## src/rtl/fpu_pkg.sv

```systemverilog
// Shared FP constants and scheduler state encoding for the shared adder front-end.
package fpu_pkg;
   localparam int          FP_W    = 32;
   localparam logic [31:0] FP_QNAN = 32'h7FC0_0000;

   typedef enum logic [1:0] {
      S_IDLE  = 2'd0,
      S_ISSUE = 2'd1,
      S_WAIT  = 2'd2,
      S_RESP  = 2'd3
   } state_t;
endpackage

```

## src/rtl/fadd_sched_if.sv

```systemverilog
// Requester, core and response signals of the shared FP adder scheduler.
interface fadd_sched_if #(
   parameter int NREQ = 4,
   parameter int CNTW = 16
);
   logic [NREQ-1:0]    req_valid;
   logic [NREQ-1:0]    req_ready;
   logic [32*NREQ-1:0] req_a;
   logic [32*NREQ-1:0] req_b;
   logic               core_start;
   logic [31:0]        core_a;
   logic [31:0]        core_b;
   logic               core_done;
   logic [31:0]        core_res;
   logic [NREQ-1:0]    resp_valid;
   logic [NREQ-1:0]    resp_ready;
   logic [31:0]        resp_data;
   logic               resp_err;
   logic [CNTW-1:0]    op_count;

   modport master (
      output req_valid, req_a, req_b, core_done, core_res, resp_ready,
      input  req_ready, core_start, core_a, core_b, resp_valid, resp_data, resp_err, op_count
   );

   modport slave (
      input  req_valid, req_a, req_b, core_done, core_res, resp_ready,
      output req_ready, core_start, core_a, core_b, resp_valid, resp_data, resp_err, op_count
   );
endinterface

```

## src/rtl/rr_arbiter.sv

```systemverilog
// Combinational round-robin pick: first requester after ptr, wrapping mod NREQ.
module rr_arbiter #(
   parameter int NREQ = 4,
   parameter int IDXW = (NREQ > 1) ? $clog2(NREQ) : 1
) (
   input  logic [NREQ-1:0] req,
   input  logic [IDXW-1:0] ptr,
   output logic [NREQ-1:0] grant,
   output logic [IDXW-1:0] idx,
   output logic            any
);
   logic [IDXW-1:0] j;

   always_comb begin
      grant = '0;
      idx   = '0;
      any   = 1'b0;
      j     = '0;
      for (int k = 1; k <= NREQ; k++) begin
         j = IDXW'((int'(ptr) + k) % NREQ);
         if (!any && req[j]) begin
            any      = 1'b1;
            grant[j] = 1'b1;
            idx      = j;
         end
      end
   end
endmodule

```

## src/rtl/fadd_sched.sv

```systemverilog
// Shares one multi-cycle FP adder among NREQ requesters, one operation in flight.
//  state   | meaning
//  S_IDLE  | arbitrate, accept one request and latch its operands
//  S_ISSUE | pulse core_start, clear watchdog
//  S_WAIT  | wait for core_done or watchdog expiry
//  S_RESP  | hold response for the owning requester until it is consumed
module fadd_sched
   import fpu_pkg::*;
#(
   parameter int NREQ    = 4,
   parameter int TIMEOUT = 64,
   parameter int CNTW    = 16
) (
   input  logic        clk,
   input  logic        rst,
   fadd_sched_if.slave bus
);
   localparam int IDXW = (NREQ > 1) ? $clog2(NREQ) : 1;
   localparam int TW   = $clog2(TIMEOUT + 1);

   state_t          state, state_nx;
   logic [IDXW-1:0] rr_ptr;
   logic [IDXW-1:0] id;
   logic [TW-1:0]   timer;
   logic [NREQ-1:0] grant;
   logic [IDXW-1:0] gidx;
   logic            gany;
   logic            timeout;
   logic            resp_hs;

   rr_arbiter #(.NREQ(NREQ), .IDXW(IDXW)) u_arb (
      .req   (bus.req_valid),
      .ptr   (rr_ptr),
      .grant (grant),
      .idx   (gidx),
      .any   (gany)
   );

   assign timeout = (timer == TW'(TIMEOUT - 1));
   assign resp_hs = bus.resp_ready[id];

   always_ff @(posedge clk or posedge rst) begin
      if (rst) state <= S_IDLE;
      else     state <= state_nx;
   end

   always_comb begin
      state_nx = state;
      case (state)
         S_IDLE:  if (gany) state_nx = S_ISSUE;
         S_ISSUE: state_nx = S_WAIT;
         S_WAIT:  if (bus.core_done || timeout) state_nx = S_RESP;
         S_RESP:  if (resp_hs) state_nx = S_IDLE;
         default: state_nx = S_IDLE;
      endcase
   end

   // req_ready is gated by rst so it reads zero while reset is held.
   always_comb begin
      bus.req_ready  = (!rst && state == S_IDLE) ? grant : '0;
      bus.core_start = (state == S_ISSUE);
      bus.resp_valid = (state == S_RESP) ? (NREQ'(1) << id) : '0;
   end

   always_ff @(posedge clk or posedge rst) begin
      if (rst) begin
         rr_ptr        <= IDXW'(NREQ - 1);
         id            <= '0;
         timer         <= '0;
         bus.core_a    <= '0;
         bus.core_b    <= '0;
         bus.resp_data <= '0;
         bus.resp_err  <= 1'b0;
         bus.op_count  <= '0;
      end else begin
         case (state)
            S_IDLE: begin
               if (gany) begin
                  bus.core_a <= bus.req_a[int'(gidx)*FP_W +: FP_W];
                  bus.core_b <= bus.req_b[int'(gidx)*FP_W +: FP_W];
                  id         <= gidx;
               end
            end
            S_ISSUE: timer <= '0;
            S_WAIT: begin
               timer <= timer + 1'b1;
               // A result arriving on the final watchdog cycle still wins.
               if (bus.core_done) begin
                  bus.resp_data <= bus.core_res;
                  bus.resp_err  <= 1'b0;
               end else if (timeout) begin
                  bus.resp_data <= FP_QNAN;
                  bus.resp_err  <= 1'b1;
               end
            end
            S_RESP: begin
               if (resp_hs) begin
                  rr_ptr       <= id;
                  bus.op_count <= bus.op_count + 1'b1;
               end
            end
            default: ;
         endcase
      end
   end
endmodule

```

## src/flat_wrapper.sv

```systemverilog
// flat-port wrapper written by rule: the top's interface ports become plain ports
module fadd_sched_flat import fpu_pkg::*;
#(
   parameter int NREQ    = 4,
   parameter int TIMEOUT = 64,
   parameter int CNTW    = 16
)
  (clk, rst, bus_req_valid, bus_req_a, bus_req_b, bus_core_done, bus_core_res, bus_resp_ready, bus_req_ready, bus_core_start, bus_core_a, bus_core_b, bus_resp_valid, bus_resp_data, bus_resp_err, bus_op_count);
  fadd_sched_if #(.NREQ(NREQ), .CNTW(CNTW)) bus_i ();
  input  logic clk;
  input  logic rst;
  input wire logic [$bits(bus_i.req_valid)-1:0] bus_req_valid;
  input wire logic [$bits(bus_i.req_a)-1:0] bus_req_a;
  input wire logic [$bits(bus_i.req_b)-1:0] bus_req_b;
  input wire logic [$bits(bus_i.core_done)-1:0] bus_core_done;
  input wire logic [$bits(bus_i.core_res)-1:0] bus_core_res;
  input wire logic [$bits(bus_i.resp_ready)-1:0] bus_resp_ready;
  output wire logic [$bits(bus_i.req_ready)-1:0] bus_req_ready;
  output wire logic [$bits(bus_i.core_start)-1:0] bus_core_start;
  output wire logic [$bits(bus_i.core_a)-1:0] bus_core_a;
  output wire logic [$bits(bus_i.core_b)-1:0] bus_core_b;
  output wire logic [$bits(bus_i.resp_valid)-1:0] bus_resp_valid;
  output wire logic [$bits(bus_i.resp_data)-1:0] bus_resp_data;
  output wire logic [$bits(bus_i.resp_err)-1:0] bus_resp_err;
  output wire logic [$bits(bus_i.op_count)-1:0] bus_op_count;
  assign bus_i.req_valid = bus_req_valid;
  assign bus_i.req_a = bus_req_a;
  assign bus_i.req_b = bus_req_b;
  assign bus_i.core_done = bus_core_done;
  assign bus_i.core_res = bus_core_res;
  assign bus_i.resp_ready = bus_resp_ready;
  assign bus_req_ready = bus_i.req_ready;
  assign bus_core_start = bus_i.core_start;
  assign bus_core_a = bus_i.core_a;
  assign bus_core_b = bus_i.core_b;
  assign bus_resp_valid = bus_i.resp_valid;
  assign bus_resp_data = bus_i.resp_data;
  assign bus_resp_err = bus_i.resp_err;
  assign bus_op_count = bus_i.op_count;
  fadd_sched #(.NREQ(NREQ), .TIMEOUT(TIMEOUT), .CNTW(CNTW)) u_core (.clk(clk), .rst(rst), .bus(bus_i));
endmodule
```

## config.mk

```make
export PLATFORM = sky130hd
export DESIGN_NAME = fadd_sched_flat
export DESIGN_NICKNAME = d
export VERILOG_FILES = /design/src/rtl/fpu_pkg.sv /design/src/rtl/fadd_sched_if.sv /design/src/rtl/rr_arbiter.sv /design/src/rtl/fadd_sched.sv /design/src/flat_wrapper.sv
export SDC_FILE = /design/constraint.sdc
export NUM_CORES = 1
export LEC_CHECK = 0
export ABC_CLOCK_PERIOD_IN_PS = 5800
export CORE_AREA = 3 3 161 163
export CTS_BUF_LIST = sky130_fd_sc_hd__clkbuf_8
export CTS_CLUSTER_DIAMETER = 200
export CTS_CLUSTER_SIZE = 8
export DETAILED_ROUTE_END_ITERATION = 12
export DIE_AREA = 0 0 164 166
export DONT_BUFFER_PORTS = 1
export PLACE_DENSITY = 0.45
export SYNTH_ARGS = -nofsm -noshare
export SYNTH_HDL_FRONTEND = slang
export SYNTH_SLANG_ARGS = --single-unit
```

## constraint.sdc

```tcl
create_clock -name clk -period 5.8 [get_ports clk]
set_input_delay 1.16 -clock clk [delete_from_list [all_inputs] [get_ports clk]]
set_output_delay 1.16 -clock clk [all_outputs]
set_load 0.05 [all_outputs]
```

Yosys cells after proc, flatten, opt, wreduce, memory -nomap -nowiden
Index checks and enable logic that the tools add are counted.

storage, ports and cells
  bits in latches = 0
  bits of input ports = 299
  output and inout port bits = 122
  memories kept = 0
  logic and storage cells = 98
  memory bits (read-only) = 0
  flip-flop bits (word level) = 126
  RAM bits = 0

operators by class
  shifts and indexed selects = 3
  divide/modulo/power cells = 0
  magnitude comparators = 9
  equality and inequality tests = 7
  reductions and logical operators = 20
  bitwise operators = 3
  multiplexer cells = 41
  add/sub/neg operators = 6
  multipliers = 0

operators by type and width
  kind                     count
  $shiftx A128 B8 Y32      2
  $mux W32                 2
  $mux W4                  6
  $add A16 B1 Y16 const B  1
  $lt A2 B3 Y1 const B     5
  $mux W1                  15
  $mux W2                  7
  $pmux W7 S2              1
  $or A4 B4 Y4             3
  $bmux W1 S2              5
  $demux W1 S2             4
  $ge A2 B1 Y1 const B     4
  $logic_and A1 B1 Y1      8
  $pmux W2 S4              1
  $add A7 B1 Y7 const B    1
  $eq A7 B6 Y1 const B     1
  $ne A2 B1 Y1 const B     3
  $reduce_and A2 Y1        3
  $add A2 B1 Y2 const B    2
  $add A2 B2 Y2 const B    2
  $eq A2 B2 Y1 const B     2
  $logic_not A1 Y1         4
  $reduce_bool A2 Y1       2
  $shl A1 B2 Y4 const A    1
  other kinds (4)          4

Longest topological paths before layout
Gate-level depths: netlist (run 1).

  word-level depth = 15
  mapped depth = 14
  gate-level depth less buffers = 8

Hierarchy
From an unflattened synthesis (run 1), not the netlist that was laid out.

unflattened totals
  cell total of the unflattened synthesis = 506
  area, all modules = 7119.3 µm²

modules (own cells, without submodules)
  module      cells each  times used  area each (µm²)
  fadd_sched  438         1           6593.8
  rr_arbiter  68          1           525.5

Worst setup path before layout (run 1)
OpenSTA, ideal clock, no wires.

  path kind = input port to output port
  from = input rst
  to = output bus_req_ready[0]
  data arrival time = 5007 ps
  data required time = 4640 ps
  stages = 3
  buffers on the path = 0
  path slack = -367 ps
  cell sequence = inv_1 nand2_1 nor2_1

between the ends
  longest elaborated chain between the ends = 3

ends and longest elaborated chain
  what                        RTL line            source
  start: declaration          flat_wrapper.sv:11  input logic rst;
  $logic_not A1 Y1 (no line)  -
  $logic_and A1 B1 Y1         fadd_sched.sv:60    bus.req_ready = (!rst && state == S_IDLE) ? grant : '0;
  $mux W4                     fadd_sched.sv:60
  end: declaration            flat_wrapper.sv:18  output wire logic [$bits(bus_i.req_ready)-1:0] bus_req_ready;

No other way between the ends.

Worst setup path after layout (run 1)
  from = register u_core.rr_ptr[0]
  to = output bus_req_ready[3]

between the ends
  longest elaborated chain between the ends = 14
  elaborated cells between the ends (all ways) = 49
  those cells by class = add/sub: 4; order compare: 8; mux: 24; bitwise: 3; reduce/logical: 10

ends and longest elaborated chain
  what                                                                   RTL line          source
  start: declaration                                                     fadd_sched.sv:22  logic [IDXW-1:0] rr_ptr;
  start signal: assignment                                               fadd_sched.sv:67  rr_ptr <= IDXW'(NREQ - 1);
  start signal: assignment                                               fadd_sched.sv:98  rr_ptr <= id;
  parallel branches: the longest is 12 deep, another holds $lt A2 B3 Y1  -
  $mux W4 (*)                                                            rr_arbiter.sv:21  if (!any && req[j]) begin
  $mux W4 (*)                                                            fadd_sched.sv:60

Mark *: on every way between the ends. The select of a mux whose other input is x is not followed.

==> results.md, run 1 <==
- # rows: 57
- Combinational Power Share: a little under half
- Top cells by count, synth: nand2_1 (337), dfrtp_1 (124), nand3_2 (50)
- Outcome: complete, no violations
- CORE AREA: around 0.024 mm²
- RSZ-0062 raised after global routing: no
- Final Slew Violations: 0
- Chip width: between 150 and 200 µm
- Most frequent cell after synthesis: nand2_1
- Remaining global-route overflow: 0
- Via-to-Cell Ratio: about 5.3
- Clk buf depth: 2
- Post-synth EDFFs: 0
- Filler-free cell count of the finished design: about 1,200
- Total wire length: roughly 25 mm
- # diodes: 0
- DIE AREA: 0.0272 mm²
- Slew HR: 28.6%
- IO buf count: 0
- Tot GR Track Use: roughly 18%
- Buffers inserted during post-CTS setup optimization: 0
- Asr flop ratio synth: between 90% and 100%
- Initial antenna violation count: 0
- Reg power frac: between 40 and 50%
- Min-delay worst type: flop to flop
- Minimum clock period: 4.85 ns
- Arrival time worst endpoint: 3.69 ns
- Dpl hpwl: around 18 mm
- Hold Crit Depth: 1
- Clock Sinks: between 100 and 150
- Switching Power: between 4 and 5 mW
- DR WL/cell: ~22 µm
- Crit path kind: flop to output port
- CP max FO: 20
- Area grow syn2layout: 8.95%
- Final setup viols: 0
- Cell count after synthesis: between 800 and 900
- Final Skew: 0.0277 ns
- TNS Setup: 0 ns
- Vias in the first global route: 6,248
- Synth top area share: about two fifths
- Internal power: about 2.8 mW
- Hold WS: ~0.52 ns
- Placed Cells: ~1,100
- Pwr Total: roughly 6.8 mW
- Worst setup EP type: output port
- Cell variety after synth: 50
- Critical Path Max Stage Delay: 0.82 ns
- First-pass GRT wire length: 37.4 mm
- Share of cells above drive strength 1: around 17%
- Initial core utilization: roughly 31%
- Largest net degree at the start of global routing: 83
- CTS Buf Count: 17
- Switching share of power: between 50% and 60%
- Yosys Warn Count: 0
- Max Cap Violations: 0
- Synth Flop Type: dfrtp_1
- First drt pass iteration count: 4
- Power Density: about 830 mW/mm²
- Mean post-synth cell area: 8.90 µm²
- Syn Std Cell Area: between 0.007 and 0.008 mm²
- IO Pins: 421
- Vias: 6,085
- Synthesized net count: between 1,000 and 1,500
- Cts hold-fix bufs: 0
- Crit path depth: 7
- Post_cts resized: 0
- Fin crit share: about 84%
- Clock Power Share: around an eighth
- FF+latch count, synth: roughly 130
- DRT iter0 DRCs: 342
- Critical Path, Cell by Cell: inv_1 -> ha_1 -> mux4_2 -> nor4_1 -> a221oi_1 -> nor2_1 -> buf_4
- CTS root buf: clkbuf_8
- # DRC: 0
- Final Hold Fails: 0
- CTS clk-pin slew, worst paths: about 0.10 ns
- Nets: 1,130
- Number of H-tree levels: 4
- Crit path max-delay family: flip-flops
- Routability Congestion: between 0.8 and 0.9
- Leakage power: 3.47 nW
- Worst endpoint required time: approximately 4.6 ns
- Slowest-stage cell, CP: dfstp_2
- Place WS: around 1.4 ns
- F_max: slightly above 200 MHz
- Actual slew at the worst max-slew pin: 1.07 ns
- Worst-Skew Late Latency: 0.45 ns
- CP Buf/Inv Count: 2
- Setup ws final: roughly 0.95 ns
- Element type at the critical path start: flop
- Worst R2R Path Depth: 8
- Seq/Total Area, Yosys: a little over two fifths
- Top cells by area, synth: dfrtp_1 (41%), nand2_1 (17%), nand3_2 (6.7%)
- Die Ht: roughly 170 µm
- CTS tree: built
- Antenna viol nets, final: 0
- Peak supply drop: around 0.00046 V
- Area leader, netlist: dfrtp_1
-- final cells by class --
| type | instances | area (µm²) |
|---|---|---|
| multi-input cells | 643 | 4040 |
| repair buffers | 16 | 120 |
| fillers | 2580 | 16300 |
| well taps | 324 | 405 |
| inverters | 12 | 48.8 |
| flip-flops and latches | 126 | 3160 |
| clock buffers | 17 | 234 |
| clock inverters | 15 | 173 |
-- worst paths after layout --
path                                         end        startpoint  slack (ns)
max                             bus_req_ready[3]  u_core.rr_ptr[0]        0.95
min                              u_core.timer[2]   u_core.timer[2]        0.52
max reg2reg                u_core.bus.core_b[10]  u_core.rr_ptr[0]        1.44
min reg2reg                      u_core.timer[2]   u_core.timer[2]        0.52
max in group asynchronous  u_core.bus.core_a[25]               rst        3.56
min in group asynchronous        u_core.timer[3]               rst        0.86
-- through the flow --
step	instance area [µm²]	util (%)
final	8180	33.4
after global routing	8180	33.4
after CTS	8180	33.4
after detailed placement	7770	31.8
after global placement	7770	31.8
after floorplan	7510	-
-- cells by family (layout without fill, tap and decap cells) --
family / count (synthesis) / count (layout) / synth area share (%)
buf+inv: 74 / 60 / 4.69
flops: 126 / 126 / 42.1
compound gates: 131 / 131 / 16.8
xor+xnor: 17 / 17 / 1.98
mux: 18 / 18 / 3.32
simple gates: 462 / 462 / 28.7
fa+ha+maj: 15 / 15 / 2.50
-- placed cells by master, fill, tap and decap left out, types with 2 or more instances in the layout --
| cell | instances |
|---|---|
| nand2_1 | 337 |
| dfrtp_1 | 124 |
| nand3_2 | 50 |
| o221a_1 | 38 |
| nor2_1 | 28 |
| o221a_2 | 25 |
| a22o_1 | 24 |
| nand3_1 | 20 |
| clkbuf_8 | 17 |
| buf_4 | 16 |
| ha_1 | 15 |
| xnor2_1 | 12 |
| inv_1 | 11 |
| o22a_1 | 9 |
| o21ai_0 | 8 |
| mux2i_1 | 8 |
| nand4_1 | 7 |
| mux4_2 | 5 |
| xor2_1 | 5 |
| mux2_2 | 5 |
| a221oi_1 | 5 |
| inv_8 | 5 |
| a21oi_1 | 4 |
| nand2b_1 | 4 |
| a22oi_1 | 4 |
| clkinv_8 | 4 |
| nor2b_1 | 3 |
| clkinv_4 | 3 |
| and3_1 | 2 |
| and2_1 | 2 |
| o2bb2ai_1 | 2 |
| nor3b_2 | 2 |
| clkinvlp_4 | 2 |
| inv_6 | 2 |
| dfstp_2 | 2 |
-- metal layers --
layer / vias up / track usage [%] / routed length (µm)
met3: 23 / 5.04 / 2010
met1: 2906 / 21.9 / 10100
met4: 0 / 3.86 / 316
met5: - / 0 / 0
li1: 2884 / - / -
met2: 272 / 30.6 / 12600
-- power by group through the flow --
stage	clock, mW	combinational (mW)	sequential, mW
floorplan	0	2.59	2.71
finish	0.795	3.10	2.88
global placement	0	3.12	2.93
global route	0.875	3.49	2.94
detailed placement	0	3.15	2.91
CTS	0.833	3.14	2.90
-- sequential cells by signal, indices dropped and copies added, names as in the netlist --
signal and cells:
u_core.bus.resp_data 32, u_core.bus.core_b 32, u_core.bus.op_count 16, u_core.rr_ptr 2, u_core.bus.resp_err 1, u_core.bus.core_a 32
u_core.timer 7, u_core.state 2, u_core.id 2
(Power assumes the default switching activity.)
==> run 2, diff against run 1 <==
--- a/config.mk
+++ b/config.mk
@@ -5,7 +5,7 @@
 export SDC_FILE = /design/constraint.sdc
 export NUM_CORES = 1
 export LEC_CHECK = 0
-export ABC_CLOCK_PERIOD_IN_PS = 5800
+export ABC_CLOCK_PERIOD_IN_PS = 4340
 export CORE_AREA = 3 3 161 163
 export CTS_BUF_LIST = sky130_fd_sc_hd__clkbuf_8
 export CTS_CLUSTER_DIAMETER = 200
@@ -13,7 +13,7 @@
 export DETAILED_ROUTE_END_ITERATION = 12
 export DIE_AREA = 0 0 164 166
 export DONT_BUFFER_PORTS = 1
-export PLACE_DENSITY = 0.45
+export PLACE_DENSITY = 0.46
 export SYNTH_ARGS = -nofsm -noshare
 export SYNTH_HDL_FRONTEND = slang
 export SYNTH_SLANG_ARGS = --single-unit
==> constraint.sdc (replaced) <==
create_clock -name clk -period 4.34 [get_ports clk]
set_input_delay 0.868 -clock clk [delete_from_list [all_inputs] [get_ports clk]]
set_output_delay 0.868 -clock clk [all_outputs]
set_load 0.05 [all_outputs]
==> run 2 against run 1 <==
Clock skew down 0.0055 ns. Flip-flop and latch count is the same. Clock-buffer cell count unchanged. Register-to-register slack worse by 0.78 ns. Via count up 1.1%. Die area is the same. Wire length is 0.59% higher. First-iteration DRC count increased by 19%. Highest routed layer unchanged.
==> results.md, run 2 (synthesized netlist as in run 1, its figures left out) <==
- Outcome: complete, no violations
- Leakage power: between 3 and 4 nW
- CP Buf/Inv Count: 2
- Clock Sinks: 126
- Tot GR Track Use: around 18%
- Number of H-tree levels: 4
- CTS clk-pin slew, worst paths: around 0.10 ns
- TNS Setup: 0 ns
- CP max FO: 12
- # DRC: 0
- Commonest non-fill, non-tap cell in the layout: nand2_1
- Antenna viol nets, final: 0
- Filler-free cell count of the finished design: ~1,200
- F_max: about 240 MHz
- Power Density: between 1000 and 1500 mW/mm²
- Reg-to-reg slack, setup: between 0.6 and 0.7 ns
- IO buf count: 0
- DIE AREA: between 0.02 and 0.03 mm²
- CTS root buf: clkbuf_8
- Minimum clock period: 4.24 ns
- Switching share of power: between 50% and 60%
- Max Cap Violations: 0
- CTS Buf Count: 17
- Final Skew: roughly 0.022 ns
- Internal power: 3.80 mW
- Pwr Total: ~9.2 mW
- Register Area: 0.00316 mm²
- Placed Cells: ~1,100
- Initial antenna violation count: 1
- IO Pins: around 420
- # rows: 57
- CORE AREA: 0.0245 mm²
- Area grow syn2layout: 9.79%
- Switching Power: 5.38 mW
- Element type at the critical path start: flop
- Clock Power Share: approximately 12%
- Crit path max-delay family: simple AND/OR/NAND/NOR gates
- Arrival time worst endpoint: approximately 3.4 ns
- Slowest-stage cell, CP: nor4_1
- Routability Congestion: 0.809
- Actual slew at the worst max-slew pin: about 0.93 ns
- Cts hold-fix bufs: 0
- Chip width: around 160 µm
- Critical Path Max Stage Delay: approximately 0.65 ns
- Leading cell types in the layout, fill and taps excluded: nand2_1 (337), dfrtp_1 (124), nand3_2 (50)
- Die Ht: ~170 µm
- Critical R2R Launch: u_core.rr_ptr[0]
- Combinational Power Share: 47.0%
- Hold WS: between 0.3 and 0.4 ns
- Nets: 1,134
- Final Slew Violations: 0
- Initial core utilization: between 30% and 40%
- Critical Path, Cell by Cell: inv_1 -> ha_1 -> mux4_2 -> nor4_1 -> a221oi_1 -> nor2_1 -> buf_4
- Post_cts resized: 0
- First drt pass iteration count: 4
- Slew HR: a little under two fifths
- RSZ-0062 raised after global routing: no
- Biggest regs: u_core.bus.core_a x32, u_core.bus.core_b x32, u_core.bus.resp_data x32
- Fill cell count: 2,589
- Via-to-Cell Ratio: around 5.3
- First-pass GRT wire length: roughly 37 mm
- Crit path depth: 7
- Clk buf depth: 2
- Worst setup EP type: output port
- DRT iter0 DRCs: a little over 400
- Reg power frac: slightly above 40%
- Largest net degree at the start of global routing: between 80 and 90
- Final Hold Fails: 0
- Reg-to-reg endpoint: u_core.bus.core_b[27]
- Min-delay worst type: input port to async pin
- Worst-Skew Late Latency: about 0.45 ns
- Remaining global-route overflow: 0
- Dpl hpwl: between 15 and 20 mm
- Peak supply drop: about 0.0003 V
- Crit path kind: flop to output port
- CTS tree: built
- Buffers inserted during post-CTS setup optimization: 0
- Total wire length: approximately 25 mm
- Footprint of the multi-input gates: approximately 0.0040 mm²
- Vias: 6,153
- Fin crit share: 97.7%
- Vias in the first global route: between 6,000 and 7,000
- DR WL/cell: between 20 and 25 µm
- Post-layout util: between 30% and 40%
- Final setup viols: 0
- Share of cells above drive strength 1: between 15 and 20%
- Worst R2R Path Depth: 9
- Worst endpoint required time: ~3.5 ns
==> run 2: changes by cell type in the layout (fill, tap and decap cells not counted), sizes merged <==
| cell | previous run | this run |
|---|---|---|
| buf | 16 | 20 |
| clkinv | 7 | 5 |
| diode | 0 | 1 |
| inv | 18 | 20 |
==> run 2: power by group through the flow <==
stage | combinational, mW | clock [mW] | sequential [mW]
finish | 4.32 | 1.05 | 3.81
global route | 4.83 | 1.16 | 3.88
CTS | 4.39 | 1.10 | 3.83
detailed placement | 4.39 | 0 | 3.84
global placement | 4.34 | 0 | 3.87
floorplan | 3.46 | 0 | 3.62
==> run 2: area by class of cell <==
cell class	count	area share [%]
Inverter	12	0.592
Clock inverter	15	2.00
Tap cell	324	4.92
Sequential cell	126	38.3
Antenna cell	1	0.0304
Clock buffer	17	2.84
Timing Repair Buffer	20	2.28
Multi-Input combinational cell	643	49.0
==> run 2: routing by layer <==
layer / global-route usage, % / part of all wire [%] / up-vias
met3: 5.14 / 8.4 / 28
met4: 5.77 / 2.1 / 0
met2: 30.3 / 50 / 280
li1: - / - / 2885
met5: 0 / 0 / -
met1: 21.3 / 40 / 2960
==> run 2: through the flow <==
stage                     worst slack (ns)  cell area (µm²)
after floorplan                      0.125             7510
after global placement               0.722             7840
after detailed placement             0.612             7840
after CTS                            0.135             8240
after global routing               0.00663             8240
final                               0.0978             8240
==> run 2: how the worst max path moves through the flow <==
stage | startpoint | end | slack [ns]
after CTS | u_core.rr_ptr[0] | bus_req_ready[3] | 0.14
final | u_core.rr_ptr[0] | bus_req_ready[2] | 0.1
after detailed placement | u_core.rr_ptr[0] | u_core.bus.core_b[27] | 0.61
after floorplan | rst | bus_req_ready[0] | 0.13
after global placement | u_core.rr_ptr[0] | u_core.bus.core_b[26] | 0.72
after global routing | u_core.rr_ptr[0] | bus_req_ready[0] | 0.007
==> run 3, diff against run 2 <==
--- a/config.mk
+++ b/config.mk
@@ -6,12 +6,12 @@
 export NUM_CORES = 1
 export LEC_CHECK = 0
 export ABC_CLOCK_PERIOD_IN_PS = 4340
-export CORE_AREA = 3 3 161 163
+export CORE_AREA = 3 3 163 165
 export CTS_BUF_LIST = sky130_fd_sc_hd__clkbuf_8
 export CTS_CLUSTER_DIAMETER = 200
 export CTS_CLUSTER_SIZE = 8
 export DETAILED_ROUTE_END_ITERATION = 12
-export DIE_AREA = 0 0 164 166
+export DIE_AREA = 0 0 166 168
 export DONT_BUFFER_PORTS = 1
 export PLACE_DENSITY = 0.46
 export SYNTH_ARGS = -nofsm -noshare
==> run 3 against run 2 <==
Flip-flop and latch count stayed put. Via count is 0.21% higher. Power is 0.16% higher. Register-to-register slack worse by 0.06 ns. Critical path depth stayed put. Worst hold slack better by 0.21 ns. Critical endpoint is now bus_req_ready[0]. Die area is 2.4% higher. Clock power hardly changed. Clock skew is 0.0024 ns lower. Combinational power hardly changed. Maximum frequency is 5.3% higher. Highest routed layer unchanged.
==> results.md, run 3 (synthesized netlist as in run 1, its figures left out) <==
- Cts hold-fix bufs: 0
- Dpl hpwl: between 15 and 20 mm
- Final Slew Violations: 0
- Switching share of power: between 50 and 60%
- Final Skew: 0.0198 ns
- DIE AREA: ~0.028 mm²
- Worst endpoint required time: 3.47 ns
- Leakage power: 3.50 nW
- RSZ-0062 raised after global routing: no
- Max Cap Violations: 0
- Biggest regs: u_core.bus.core_a x32, u_core.bus.core_b x32, u_core.bus.resp_data x32
- Vias in the first global route: 6,289
- Arrival time worst endpoint: roughly 3.2 ns
- Power Density: between 1000 and 1500 mW/mm²
- Commonest non-fill, non-tap cell in the layout: nand2_1
- Die Ht: roughly 170 µm
- Pwr Total: ~9 mW
- IO Pins: about 420
- Tot GR Track Use: around 17%
- Combinational Power Share: between 40% and 50%
- Area grow syn2layout: 9.84%
- Fin crit share: 92.8%
- Remaining global-route overflow: 0
- Total wire length: 25.5 mm
- # rows: 58
- Worst setup EP type: output port
- Initial core utilization: between 20 and 30%
- Slew HR: 39.5%
- Peak supply drop: between 0.0004 and 0.0005 V
- Min-delay worst type: flop to flop
- Leading cell types in the layout, fill and taps excluded: nand2_1 (337), dfrtp_1 (124), nand3_2 (50)
- Share of cells above drive strength 1: between 10% and 20%
- Outcome: complete, no violations
- CTS root buf: clkbuf_8
- IO buf count: 0
- Number of H-tree levels: 4
- Minimum clock period: approximately 4.0 ns
- Actual slew at the worst max-slew pin: between 0.9 and 1 ns
- Internal power: approximately 3.8 mW
- Clock Power Share: 11.6%
- Antenna viol nets, final: 0
- DR WL/cell: approximately 22 µm
- Switching Power: 5.39 mW
- F_max: between 200 and 250 MHz
- Hold WS: ~0.52 ns
- DRT iter0 DRCs: between 300 and 400
- Final setup viols: 0
- CORE AREA: 0.0252 mm²
- Crit path kind: flop to output port
- Vias: between 6,000 and 7,000
- Clk buf depth: 2
- Global-route met2 utilization: between 30% and 40%
- Element type at the critical path start: flop
- CTS clk-pin slew, worst paths: ~0.11 ns
- # DRC: 0
- First drt pass iteration count: 4
- Final Hold Fails: 0
- Fill cell count: 2,595
- Grt met3 use: 5.49%
- Nets: 1,132
- GR peak layer: met2
- CTS Buf Count: 17
- Chip width: between 150 and 200 µm
- Routability Congestion: between 0.8 and 0.9
- TNS Setup: 0 ns
- Placed Cells: approximately 1,100
- Initial antenna violation count: 0
- Reg power frac: a little over 40%
- CP max FO: 12
- # diodes: 0
- Met1 usage: 21.0%
- Clock Sinks: approximately 130
- CTS tree: built
- Filler-free cell count of the finished design: 1,161
- Via-to-Cell Ratio: about 5.3
- Largest net degree at the start of global routing: 69
- First-pass GRT wire length: 38.4 mm
- Worst-Skew Late Latency: 0.45 ns
==> run 3: cell type report <==
type	instances	area [µm²]	area share [%]
timing repair buffer	18	185	2.25
tap	330	413	5.01
multi-input combinational	643	4050	49.1
clock buffer	17	234	2.84
inverter	12	48.8	0.592
clock inverter	15	160	1.94
sequential	126	3160	38.3
==> run 3: stage by stage <==
| stage | util (%) | setup slack (ns) | area [µm²] |
|---|---|---|---|
| 2_1_floorplan | - | 0.125 | 7510 |
| 3_3_place_gp | 31.1 | 0.706 | 7840 |
| 3_5_place_dp | 31.1 | 0.585 | 7840 |
| 4_1_cts | 32.7 | 0.118 | 8240 |
| 5_1_grt | 32.7 | 0.0978 | 8240 |
| 6_report | 32.7 | 0.312 | 8240 |
==> run 3: power by group through the flow <==
stage	sequential (mW)	combinational, mW	clock, mW
CTS	3.81	4.39	1.11
detailed placement	3.82	4.40	0
floorplan	3.62	3.46	0
finish	3.79	4.33	1.07
global placement	3.85	4.36	0
global route	3.86	4.85	1.17
==> run 3: final timing paths <==
kind                                    endpoint  depth (start not counted)  slack [ns]        startpoint
min                              u_core.timer[2]                          1        0.52   u_core.timer[2]
min in group asynchronous        u_core.timer[2]                          2        0.56               rst
max                             bus_req_ready[0]                          7        0.31  u_core.rr_ptr[0]
max in group asynchronous  u_core.bus.core_b[29]                          3        2.37               rst
min reg2reg                      u_core.timer[2]                          1        0.52   u_core.timer[2]
max reg2reg                u_core.bus.core_b[27]                          9        0.60  u_core.rr_ptr[0]
==> run 3: layer usage <==
metal	wire length [µm]	vias to the layer above
li1	-	2881
met1	10200	3005
met2	12900	267
met3	2090	13
met4	278	0
met5	0	-
==> run 3: critical path, stage by stage, from the launching register on <==
cell	delay, ns
dfstp_2	0.54
inv_1	0.10
ha_1	0.52
mux4_2	0.50
nor4_2	0.49
a221oi_1	0.16
nor2_1	0.17
buf_4	0.23
==> run 3: what timing repair did <==
action | in CTS | in global routing
setup buffers | 0 | 0
gates resized for setup | 0 | 1
endpoints found under the setup margin | 0 | 4
